**config.mk**
```make
export PLATFORM = sky130hd
export DESIGN_NAME = ucode_sequencer
export DESIGN_NICKNAME = d
export VERILOG_FILES = /design/src/rtl/sm83_pkg.sv /design/src/rtl/ucode_rom.sv /design/src/rtl/ucode_sequencer.sv
export SDC_FILE = /design/constraint.sdc
export NUM_CORES = 1
export LEC_CHECK = 0
export ABC_AREA = 1
export CORE_MARGIN = 3
export CORE_UTILIZATION = 50
export DETAILED_ROUTE_END_ITERATION = 6
export PLACE_DENSITY = 0.93
export SYNTH_ARGS = -nofsm -noshare
export SYNTH_HDL_FRONTEND = slang
export SYNTH_SLANG_ARGS = --single-unit
```
**constraint.sdc**
```tcl
create_clock -name clk -period 4 [get_ports clk]
set_input_delay 1 -clock clk [delete_from_list [all_inputs] [get_ports clk]]
set_output_delay 1 -clock clk [all_outputs]
set_load 0.005 [all_outputs]
```
**src/rtl/sm83_pkg.sv**
```systemverilog
`default_nettype none
// ============================================================================
// sm83_pkg : shared ctl_op / ex_state encodings and microcode entry format
// Rev 1.0
// ============================================================================
package sm83_pkg;

  localparam int UC_MAX_STEPS = 8;
  localparam int UC_IDX_W     = 3;
  localparam int DISPATCH_LEN = 5;

  localparam logic [UC_IDX_W-1:0] COND_NONE = '1;

  typedef enum logic [5:0] {
    CTL_NOP        = 6'd0,
    CTL_LD_R16_D16 = 6'd1,
    CTL_LD_R8_R8   = 6'd2,
    CTL_JP_COND    = 6'd3,
    CTL_CALL_A16   = 6'd4,
    CTL_RET_COND   = 6'd5,
    CTL_HALT       = 6'd6
  } ctl_op_t;

  typedef enum logic [4:0] {
    EX_IDLE       = 5'd0,
    EX_MEM_TO_Z   = 5'd1,
    EX_MEM_TO_W   = 5'd2,
    EX_WZ_TO_R16  = 5'd3,
    EX_WZ_TO_PC   = 5'd4,
    EX_R8_TO_R8   = 5'd5,
    EX_DEC_R16    = 5'd6,
    EX_PCH_TO_MEM = 5'd7,
    EX_PCL_TO_MEM = 5'd8,
    EX_VEC_TO_PC  = 5'd9,
    EX_HALT       = 5'd10
  } ex_state_t;

  typedef struct packed {
    ex_state_t [UC_MAX_STEPS-1:0] seq;
    logic [UC_IDX_W-1:0]          last_t;
    logic [UC_IDX_W-1:0]          last_nt;
    logic [UC_IDX_W-1:0]          cond_idx;
  } ucode_entry_t;

  // Out-of-table indices read as EX_IDLE.
  function automatic ex_state_t uc_step_state(ucode_entry_t e, int idx);
    ex_state_t s;
    s = EX_IDLE;
    for (int i = 0; i < UC_MAX_STEPS; i++) begin
      if (i == idx) s = e.seq[UC_IDX_W'(i)];
    end
    return s;
  endfunction

  function automatic ex_state_t uc_dispatch_state(int idx);
    ex_state_t s;
    case (idx)
      1:       s = EX_DEC_R16;
      2:       s = EX_PCH_TO_MEM;
      3:       s = EX_PCL_TO_MEM;
      4:       s = EX_VEC_TO_PC;
      default: s = EX_IDLE;
    endcase
    return s;
  endfunction

endpackage
`default_nettype wire

```
**src/rtl/ucode_rom.sv**
```systemverilog
`default_nettype none
// ============================================================================
// ucode_rom : combinational ctl_op -> microstep sequence table
// Rev 1.0
// ============================================================================
module ucode_rom
  import sm83_pkg::*;
#(
  parameter int OP_W = 6
) (
  input  logic [OP_W-1:0] ctl_op,
  output ucode_entry_t    entry
);

  always_comb begin
    entry          = '0;
    entry.cond_idx = COND_NONE;
    case (ctl_op)
      CTL_LD_R16_D16: begin
        entry.seq[0]  = EX_MEM_TO_Z;
        entry.seq[1]  = EX_MEM_TO_W;
        entry.seq[2]  = EX_WZ_TO_R16;
        entry.last_t  = 3'd2;
        entry.last_nt = 3'd2;
      end
      CTL_LD_R8_R8: begin
        entry.seq[0] = EX_R8_TO_R8;
      end
      // Not-taken path ends on idx 2; PC load there is gated downstream by taken.
      CTL_JP_COND: begin
        entry.seq[0]   = EX_MEM_TO_Z;
        entry.seq[1]   = EX_MEM_TO_W;
        entry.seq[2]   = EX_WZ_TO_PC;
        entry.seq[3]   = EX_IDLE;
        entry.last_t   = 3'd3;
        entry.last_nt  = 3'd2;
        entry.cond_idx = 3'd1;
      end
      CTL_CALL_A16: begin
        entry.seq[0]  = EX_MEM_TO_Z;
        entry.seq[1]  = EX_MEM_TO_W;
        entry.seq[2]  = EX_DEC_R16;
        entry.seq[3]  = EX_PCH_TO_MEM;
        entry.seq[4]  = EX_PCL_TO_MEM;
        entry.seq[5]  = EX_WZ_TO_PC;
        entry.last_t  = 3'd5;
        entry.last_nt = 3'd5;
      end
      CTL_RET_COND: begin
        entry.seq[0]   = EX_IDLE;
        entry.seq[1]   = EX_MEM_TO_Z;
        entry.seq[2]   = EX_MEM_TO_W;
        entry.seq[3]   = EX_WZ_TO_PC;
        entry.seq[4]   = EX_IDLE;
        entry.last_t   = 3'd4;
        entry.last_nt  = 3'd1;
        entry.cond_idx = 3'd0;
      end
      CTL_HALT: begin
        entry.seq[0] = EX_HALT;
      end
      default: ;
    endcase
  end

endmodule
`default_nettype wire

```
**src/rtl/ucode_sequencer.sv**
```systemverilog
`default_nettype none
// ============================================================================
// ucode_sequencer : table-driven execute sequencer with stall, conditional
// truncation, interrupt dispatch (UCODE_SEQ_IRQ_EN) and HALT wake.  Rev 1.0
// ============================================================================
module ucode_sequencer
  import sm83_pkg::*;
#(
  parameter int MAX_STEPS = 8,
  parameter int IDX_W     = $clog2(MAX_STEPS),
  parameter int OP_W      = 6,
  parameter int ST_W      = 5
) (
  input  logic             clk,
  input  logic             rst_n,
  input  logic [OP_W-1:0]  ctl_op,
  input  logic             stall,
  input  logic             cond_true,
  input  logic             irq_pending,
  input  logic             ime,
  output logic [ST_W-1:0]  step_state,
  output logic [IDX_W-1:0] step_idx,
  output logic             step_en,
  output logic             fetch,
  output logic             taken,
  output logic             dispatch,
  output logic             irq_ack,
  output logic             halt
);

  // MODE_FETCH is the lone fetch cycle that follows a dispatch or a HALT wake.
  localparam logic [1:0] MODE_RUN   = 2'd0;
  localparam logic [1:0] MODE_DISP  = 2'd1;
  localparam logic [1:0] MODE_HALT  = 2'd2;
  localparam logic [1:0] MODE_FETCH = 2'd3;

  logic [1:0]       mode_q, mode_d;
  logic [IDX_W-1:0] step_idx_q, step_idx_d;
  logic             taken_q, taken_d;

  ucode_entry_t        w_entry;
  ex_state_t           w_run_state;
  logic [UC_IDX_W-1:0] w_eff_last;
  logic                w_last, w_cond_step, w_disp_last;
  logic                w_irq_take, w_wake_disp;

  ucode_rom #(.OP_W(OP_W)) u_rom (
    .ctl_op (ctl_op),
    .entry  (w_entry)
  );

`ifdef UCODE_SEQ_IRQ_EN
  assign w_irq_take  = ime & irq_pending;
  assign w_wake_disp = ime;
`else
  assign w_irq_take  = 1'b0;
  assign w_wake_disp = 1'b0;
  logic w_unused_ime;
  assign w_unused_ime = ime;
`endif

  always_comb begin
    w_eff_last  = taken_q ? w_entry.last_t : w_entry.last_nt;
    w_last      = (int'(step_idx_q) >= int'(w_eff_last)) || (int'(step_idx_q) >= MAX_STEPS);
    w_cond_step = (w_entry.cond_idx != COND_NONE) &&
                  (int'(step_idx_q) == int'(w_entry.cond_idx));
    w_disp_last = int'(step_idx_q) >= DISPATCH_LEN - 1;
    w_run_state = (int'(step_idx_q) >= MAX_STEPS) ? EX_IDLE
                                                  : uc_step_state(w_entry, int'(step_idx_q));
  end

  always_ff @(posedge clk or negedge rst_n) begin
    if (!rst_n) begin
      mode_q     <= MODE_RUN;
      step_idx_q <= '0;
      taken_q    <= 1'b1;
    end else begin
      mode_q     <= mode_d;
      step_idx_q <= step_idx_d;
      taken_q    <= taken_d;
    end
  end

  always_comb begin
    mode_d     = mode_q;
    step_idx_d = step_idx_q;
    taken_d    = taken_q;
    if (!stall) begin
      case (mode_q)
        MODE_RUN: begin
          // HALT's own step neither fetches nor dispatches; the wake path does.
          if (w_run_state == EX_HALT) begin
            mode_d = MODE_HALT;
          end else if (w_last) begin
            step_idx_d = '0;
            taken_d    = 1'b1;
            if (w_irq_take) mode_d = MODE_DISP;
          end else begin
            step_idx_d = step_idx_q + IDX_W'(1);
            if (w_cond_step) taken_d = cond_true;
          end
        end
        MODE_DISP: begin
          if (w_disp_last) begin
            step_idx_d = '0;
            mode_d     = MODE_FETCH;
          end else begin
            step_idx_d = step_idx_q + IDX_W'(1);
          end
        end
        MODE_HALT: begin
          if (irq_pending) begin
            step_idx_d = '0;
            mode_d     = w_wake_disp ? MODE_DISP : MODE_FETCH;
          end
        end
        default: begin
          step_idx_d = '0;
          taken_d    = 1'b1;
          mode_d     = MODE_RUN;
        end
      endcase
    end
  end

  always_comb begin
    step_en    = !stall;
    step_idx   = step_idx_q;
    taken      = taken_q;
    halt       = (mode_q == MODE_HALT);
    fetch      = 1'b0;
    step_state = ST_W'(EX_IDLE);
    case (mode_q)
      MODE_RUN: begin
        step_state = ST_W'(w_run_state);
        fetch      = w_last && !w_irq_take && (w_run_state != EX_HALT);
      end
      MODE_DISP:  step_state = ST_W'(uc_dispatch_state(int'(step_idx_q)));
      MODE_FETCH: fetch = 1'b1;
      default: ;
    endcase
  end

`ifdef UCODE_SEQ_IRQ_EN
  assign dispatch = (mode_q == MODE_DISP);
  assign irq_ack  = (mode_q == MODE_DISP) && w_disp_last;
`else
  assign dispatch = 1'b0;
  assign irq_ack  = 1'b0;
`endif

endmodule
`default_nettype wire

```
==> impl_results.md, run 1 <==
- Layout cells sized above 1: 0.184
- Drt drc: 0
- Commonest cells after routing, fill and taps aside: 41 x nand2_1, 21 x inv_1, 19 x nand3_1
- Root Buffer: clkbuf_4
- Area delta synth->final: 43.0%
- Crit-path most repeated cell: o211ai_1
- Core Area: 1590 um2
- Nature of the critical path startpoint: input port
- Final std cells w/o fill: 209
- Antenna cells: 0
- RSZ-0062 raised after global routing: true
- Core Util, Final: 0.805
- Fin crit period: 3.87 ns
- Avg Cell Area, Syn: 6.19 um2
- Post-Syn Instances: 145
- Peak VDD IR: 0.369 mV
- IO Count: 26
- Post-Syn Area: 897 um2
- Arr. time, crit path: 2.87 ns
- Number of port buffers: 21
- R2R setup slack: 1.93 ns
- Drt pass-1 iters: 4
- ANT nets after route: 0
- DP HPWL: 1.95 mm
- Global-route wire length before repair: 3.81 mm
- Ys Warns: 0
- Yosys top cell by area: ha_1
- Cell Rows: 14
- Pwr dens: 430 nW/um2
- Tcrit/Tclk final: 0.968
- Yosys cell types: 22
- GRT Util Overall: 0.196
- Gpl congestion: 0.878
- Footprint of the multi-input gates: 656 um2
- Crit-path slowest cell: clkdlybuf4s50_1
- CTS buffer count: 3
- Clock sink count: 6
- Critical path's largest stage delay: 0.45 ns
- Die Y: 48.4 um
- H-tree depth: 1
- Final-report max-slew violation count: 0
- Worst EP required: 3.00 ns
- Bufs on Longest Clock Path: 2
- Reg-to-Reg Start: taken
- Synthesized flop and latch total: 6
- Commonest non-fill, non-tap cell in the layout: nand2_1
- Critical Path Fanout Max: 5
- Nets: 211
- Placed Cells incl. Taps: 203
- Detailed Route Iter0 Violations: 32
- Setup Skew: 0.00453 ns
- Antenna violations before repair: 0
- Pin count of the biggest net entering global routing: 9
- Critical path endpoint category: primary output
- Vias per cell: 5.14
- Status: completed
- Vias in the first global route: 946
- CP Cell Sequence: clkdlybuf4s50_1 -> nor2_4 -> nand2_2 -> inv_2 -> o211ai_1 -> ha_1 -> nand2_1 -> o211ai_1 -> nand3_1 -> a21oi_2 -> buf_2
- Wire per inst: 11.1 um
- Fin Hold WS: 0.491 ns
- Setup-failing EPs final: 0
- Final Hold Fails: 0
- Area of the die: 2340 um2
- HP Start: taken
- Pwr Total: 551 uW
- Clk pin slew, worst setup/hold paths: 0.04 ns
- Leakage: 0.704 nW
- HP Class: register to register
- Top cell type's share of synthesized area: 0.181
- Register area share after synthesis: 0.169
- Total Wirelength: 2.33 mm
- # Max-Cap Violations: 0
- Fmax: 0.258 GHz
- Clk_lat worst skew: 0.25 ns
- Initial Utilization: 0.563
- Crit path kind: input port to primary output
- TritonCTS clock tree: yes
- Ranking of synthesized cells by area: ha_1 18%, nand2_1 17%, dfrtp_1 14%
- Seq. cell area: 151 um2
- Number of fill cells: 98
- Total number of vias: 1075
- Crit. Startpoint: ctl_op[5]
- Die width: 48.4 um
- GR Overflow Total: 0
## state kept, by name, summed over array words and instances (netlist names)
signal and cells:
taken 1, mode_q 2, step_idx 3
## critical path: cells and delay by family
kind	cells	cell delay [ns]
buffers and inverters	3	0.65
AOI/OAI and AO/OA	3	0.45
and+or+nand+nor	4	0.44
adders and majority gates	1	0.33
## what timing repair did
action | 4_1_cts | 5_1_grt
gates cloned | 0 | 0
gates resized for setup | 5 | 6
pin swaps | 4 | 6
setup endpoints to repair | 1 | 4
buffers inserted | 0 | 2
hold buffers | 0 | 0
## final cells by class
cell class / instances / area share
multi-input cells: 115 / 0.511
repair buffers: 37 / 0.260
flip-flops and latches: 6 / 0.118
inverters: 23 / 0.0673
well taps: 24 / 0.0234
clock buffers: 4 / 0.0205
## Yosys cell counts (all sizes together)
| master | instances |
|---|---|
| ha | 13 |
| conb | 1 |
| nand3 | 20 |
| nor2 | 15 |
| dfstp | 1 |
| nand2 | 43 |
| a21oi | 5 |
| buf | 3 |
| o21ai | 7 |
| nor3 | 1 |
| dfrtp | 5 |
| o211ai | 2 |
| nand4 | 5 |
| inv | 23 |
| nand3b | 1 |
## power breakdown
| group | switching, mW | internal (mW) | leakage [nW] |
|---|---|---|---|
| clock network | 0.0218 | 0.0378 | 0.0150 |
| registers | 0.0361 | 0.0884 | 0.0758 |
| logic | 0.206 | 0.162 | 0.613 |
## stage by stage
stage               cell area (um2)  setup slack (ns)  TNS, ns
floorplan                       905             0.803        0
global placement               1230            -0.260   -0.260
detailed placement             1230            -0.343   -0.343
CTS                            1250            0.0298        0
global route                   1280           -0.0229  -0.0229
finish                         1280             0.127        0
## per-layer routing
metal  vias to the layer above  share of wire  GRT usage
met1                       499           0.45      0.237
met5                         -              0          0
li1                        549              -          -
met3                         2          0.025     0.0245
met4                         0          0.014     0.0806
met2                        25           0.51      0.351
## kinds of logic (layout without fill, tap and decap cells)
| family | Yosys count | after routing | share of synthesized area |
|---|---|---|---|
| AND/OR/NAND/NOR | 85 | 85 | 0.441 |
| adder cells (fa/ha/maj) | 13 | 13 | 0.181 |
| other | 1 | 3 | 0.00418 |
| flip-flops | 6 | 6 | 0.169 |
| AO/OA/AOI/OAI | 14 | 14 | 0.0837 |
| buffers and inverters | 26 | 64 | 0.121 |
## worst paths after layout
| kind | end | cells past startpoint |
|---|---|---|
| max | fetch | 11 |
| min | taken | 2 |
| max reg2reg | step_idx[2] | 8 |
| min reg2reg | taken | 2 |
| max in group asynchronous | taken | 1 |
| min in group asynchronous | step_idx[0] | 1 |
Note: power is estimated with default switching activity, not from simulation.
==> inputs of run 2 (changes only) <==
ABC_CLOCK_PERIOD_IN_PS = 4700   (was unset)
clock period = 4.7 ns   (was 4 ns; I/O delays follow)
==> run 2 against run 1 <==
Sequential power decreased by 14%. Register-to-register slack better by 0.74 ns. Die area did not move. Sequential share of layout area grew 0.67 points. Clock power down 16%. Hold slack gained 0.014 ns. Largest power group unchanged.
==> impl_results.md, run 2 (synthesis gave the netlist of run 1 again) <==
- Hold-fix buffers, CTS: 0 (unchanged)
- Nets: 203 (-3.8%)
- Leakage: 0.643 nW (-8.6%)
- Antenna cells: 0 (unchanged)
- CP Cell Sequence: clkdlybuf4s50_1 -> nor2_4 -> nand2_2 -> inv_2 -> o211ai_1 -> ha_1 -> nand2_1 -> o211ai_1 -> nand3_1 -> a21oi_1 -> dlymetal6s2s_1
- Hold depth: 2 (unchanged)
- Drt pass-1 iters: 4 (unchanged)
- Core Area: 1590 um2 (unchanged)
- Vias in the first global route: 1026 (+8.5%)
- Critical R2R Capture: step_idx[1]
- Crit-path slowest cell: clkdlybuf4s50_1
- Commonest non-fill, non-tap cell in the layout: nand2_1
- Peak VDD IR: 0.321 mV (-13%)
- Detailed Route Iter0 Violations: 44 (+38%)
- Number of fill cells: 124 (+27%)
- Die Y: 48.4 um (unchanged)
- Clock sink count: 6 (unchanged)
- Setup-failing EPs final: 0 (unchanged)
- DP HPWL: 2.08 mm (+6.4%)
- Cell Rows: 14 (unchanged)
- Clk pin slew, worst setup/hold paths: 0.04 ns (about the same)
- R2R setup slack: 2.67 ns (+0.74 ns)
- Setup Skew: 0.00960 ns (+0.00507 ns)
- Pwr Total: 477 uW (-13%)
- Fin crit period: 4.27 ns
- Initial Utilization: 0.563 (unchanged)
- Critical path endpoint category: primary output
- Nature of the critical path startpoint: input port
- Number of port buffers: 21 (unchanged)
- H-tree depth: 1 (unchanged)
- Final-report max-slew violation count: 0 (unchanged)
- Fmax: 0.234 GHz
- GRT Util Overall: 0.237 (+0.0405)
- Crit-path most repeated cell: o211ai_1
- Total Wirelength: 2.54 mm (+9.1%)
- GR Overflow Total: 0 (unchanged)
- Pin count of the biggest net entering global routing: 9 (unchanged)
- Critical path's largest stage delay: 0.45 ns (about the same)
- Total number of vias: 1064 (-1.0%)
- Antenna violations before repair: 0 (unchanged)
- Post-route setup TNS: 0 ns (unchanged)
- Tcrit/Tclk final: 0.908
- TritonCTS clock tree: yes
- Critical Path Fanout Max: 6 (+1)
- Root Buffer: clkbuf_4
- HP Class: register to register
- Commonest cells after routing, fill and taps aside: 41 x nand2_1, 21 x inv_1, 20 x clkdlybuf4s50_1
- Area post-placement: 1170 um2 (-4.9%)
- Die width: 48.4 um (unchanged)
- Vias per cell: 5.29 (+2.9%)
- Layout cells sized above 1: 0.124 (-0.0595)
- Crit path kind: input port to primary output
- # Max-Cap Violations: 0 (unchanged)
- Area of the die: 2340 um2 (unchanged)
- Status: completed
- Worst EP required: 3.52 ns (+0.52 ns)
- HP Start: taken
- Crit-path leading delay family: buffers and inverters
- Worst Hold Path EP: taken
- CTS buffer count: 3 (unchanged)
- Crit. Startpoint: ctl_op[4]
- IO Count: 26 (unchanged)
- Area delta synth->final: 35.3%
- Reg-to-Reg Start: taken
- R2R cell count: 8 (unchanged)
- Arr. time, crit path: 3.09 ns (+0.22 ns)
- Clk_lat worst skew: 0.24 ns (about the same)
- Drt drc: 0 (unchanged)
- RSZ-0062 raised after global routing: false
- Wire per inst: 12.6 um (+13%)
- Worst Path Buf+Inv: 3 (unchanged)
- Final Hold Fails: 0 (unchanged)
- Number of flip-flops in the largest register: 3 (unchanged)
- Final instance area: 1210 um2 (-5.4%)
- Global-route wire length before repair: 4.40 mm (+16%)
- ANT nets after route: 0 (unchanged)
- Pwr dens: 393 nW/um2 (-8.6%)
- Gpl congestion: 0.885 (+0.76%)
- Bufs on Longest Clock Path: 2 (unchanged)
run 2: cell types whose count changed in the layout (fill, tap and decap cells not counted):
cell,change
buf_2,-1
nor2_2,-2
a21oi_2,-1
a21oi_1,+1
buf_4,-8
dlymetal6s2s_1,-2
clkdlybuf4s50_1,+3
nor2_1,+2
run 2: layer usage:
layer	global-route usage	wire, um	up-vias
met5	0	0	-
li1	-	-	526
met1	0.255	1000	483
met3	0.0399	158	7
met2	0.440	1350	48
met4	0.123	29	0
run 2: worst max path at each step:
stage,to,slack (ns),cells after the start
floorplan,fetch,1.15,9
global placement,fetch,0.04,12
detailed placement,fetch,-0.01,12
CTS,fetch,0.01,12
global route,fetch,0.32,12
finish,fetch,0.43,11
run 2: repair_timing:
action / in CTS / in global routing
pin swaps: 1 / 3
gates resized for setup: 0 / 2
endpoints found under the setup margin: 1 / 1
buffers inserted: 1 / 1
run 2: stage by stage:
stage                     std cells  hold WS [ns]   util  setup slack (ns)
after floorplan                 147         0.471      -              1.15
after global placement          195         0.485  0.732            0.0423
after detailed placement        195         0.503  0.732           -0.0118
after CTS                       200         0.509  0.754            0.0146
after global routing            201         0.535  0.761             0.321
final                           201         0.506  0.761             0.434
run 2: area by class of cell:
| type | instances | area, um2 | share of cell area |
|---|---|---|---|
| Multi-Input combinational cell | 115 | 647 | 0.533 |
| Timing Repair Buffer | 29 | 273 | 0.225 |
| Clock buffer | 4 | 26.3 | 0.0216 |
| Inverter | 23 | 86.3 | 0.0711 |
| Sequential cell | 6 | 151 | 0.125 |
| Tap cell | 24 | 30.0 | 0.0247 |
run 2: where the power goes:
group	leakage [nW]	internal, mW	switching, mW
logic	0.553	0.139	0.180
registers	0.0758	0.0752	0.0331
clock network	0.0150	0.0321	0.0179
total	0.643	0.246	0.231
run 2: worst reg2reg max path: stages (launching register included):
cell and delay, ns:
dfstp_2 0.57, o211ai_1 0.09, ha_1 0.33, a21oi_1 0.15, o211ai_1 0.13, buf_4 0.16
o21ai_0 0.30, nand2_1 0.09, o21ai_1 0.14
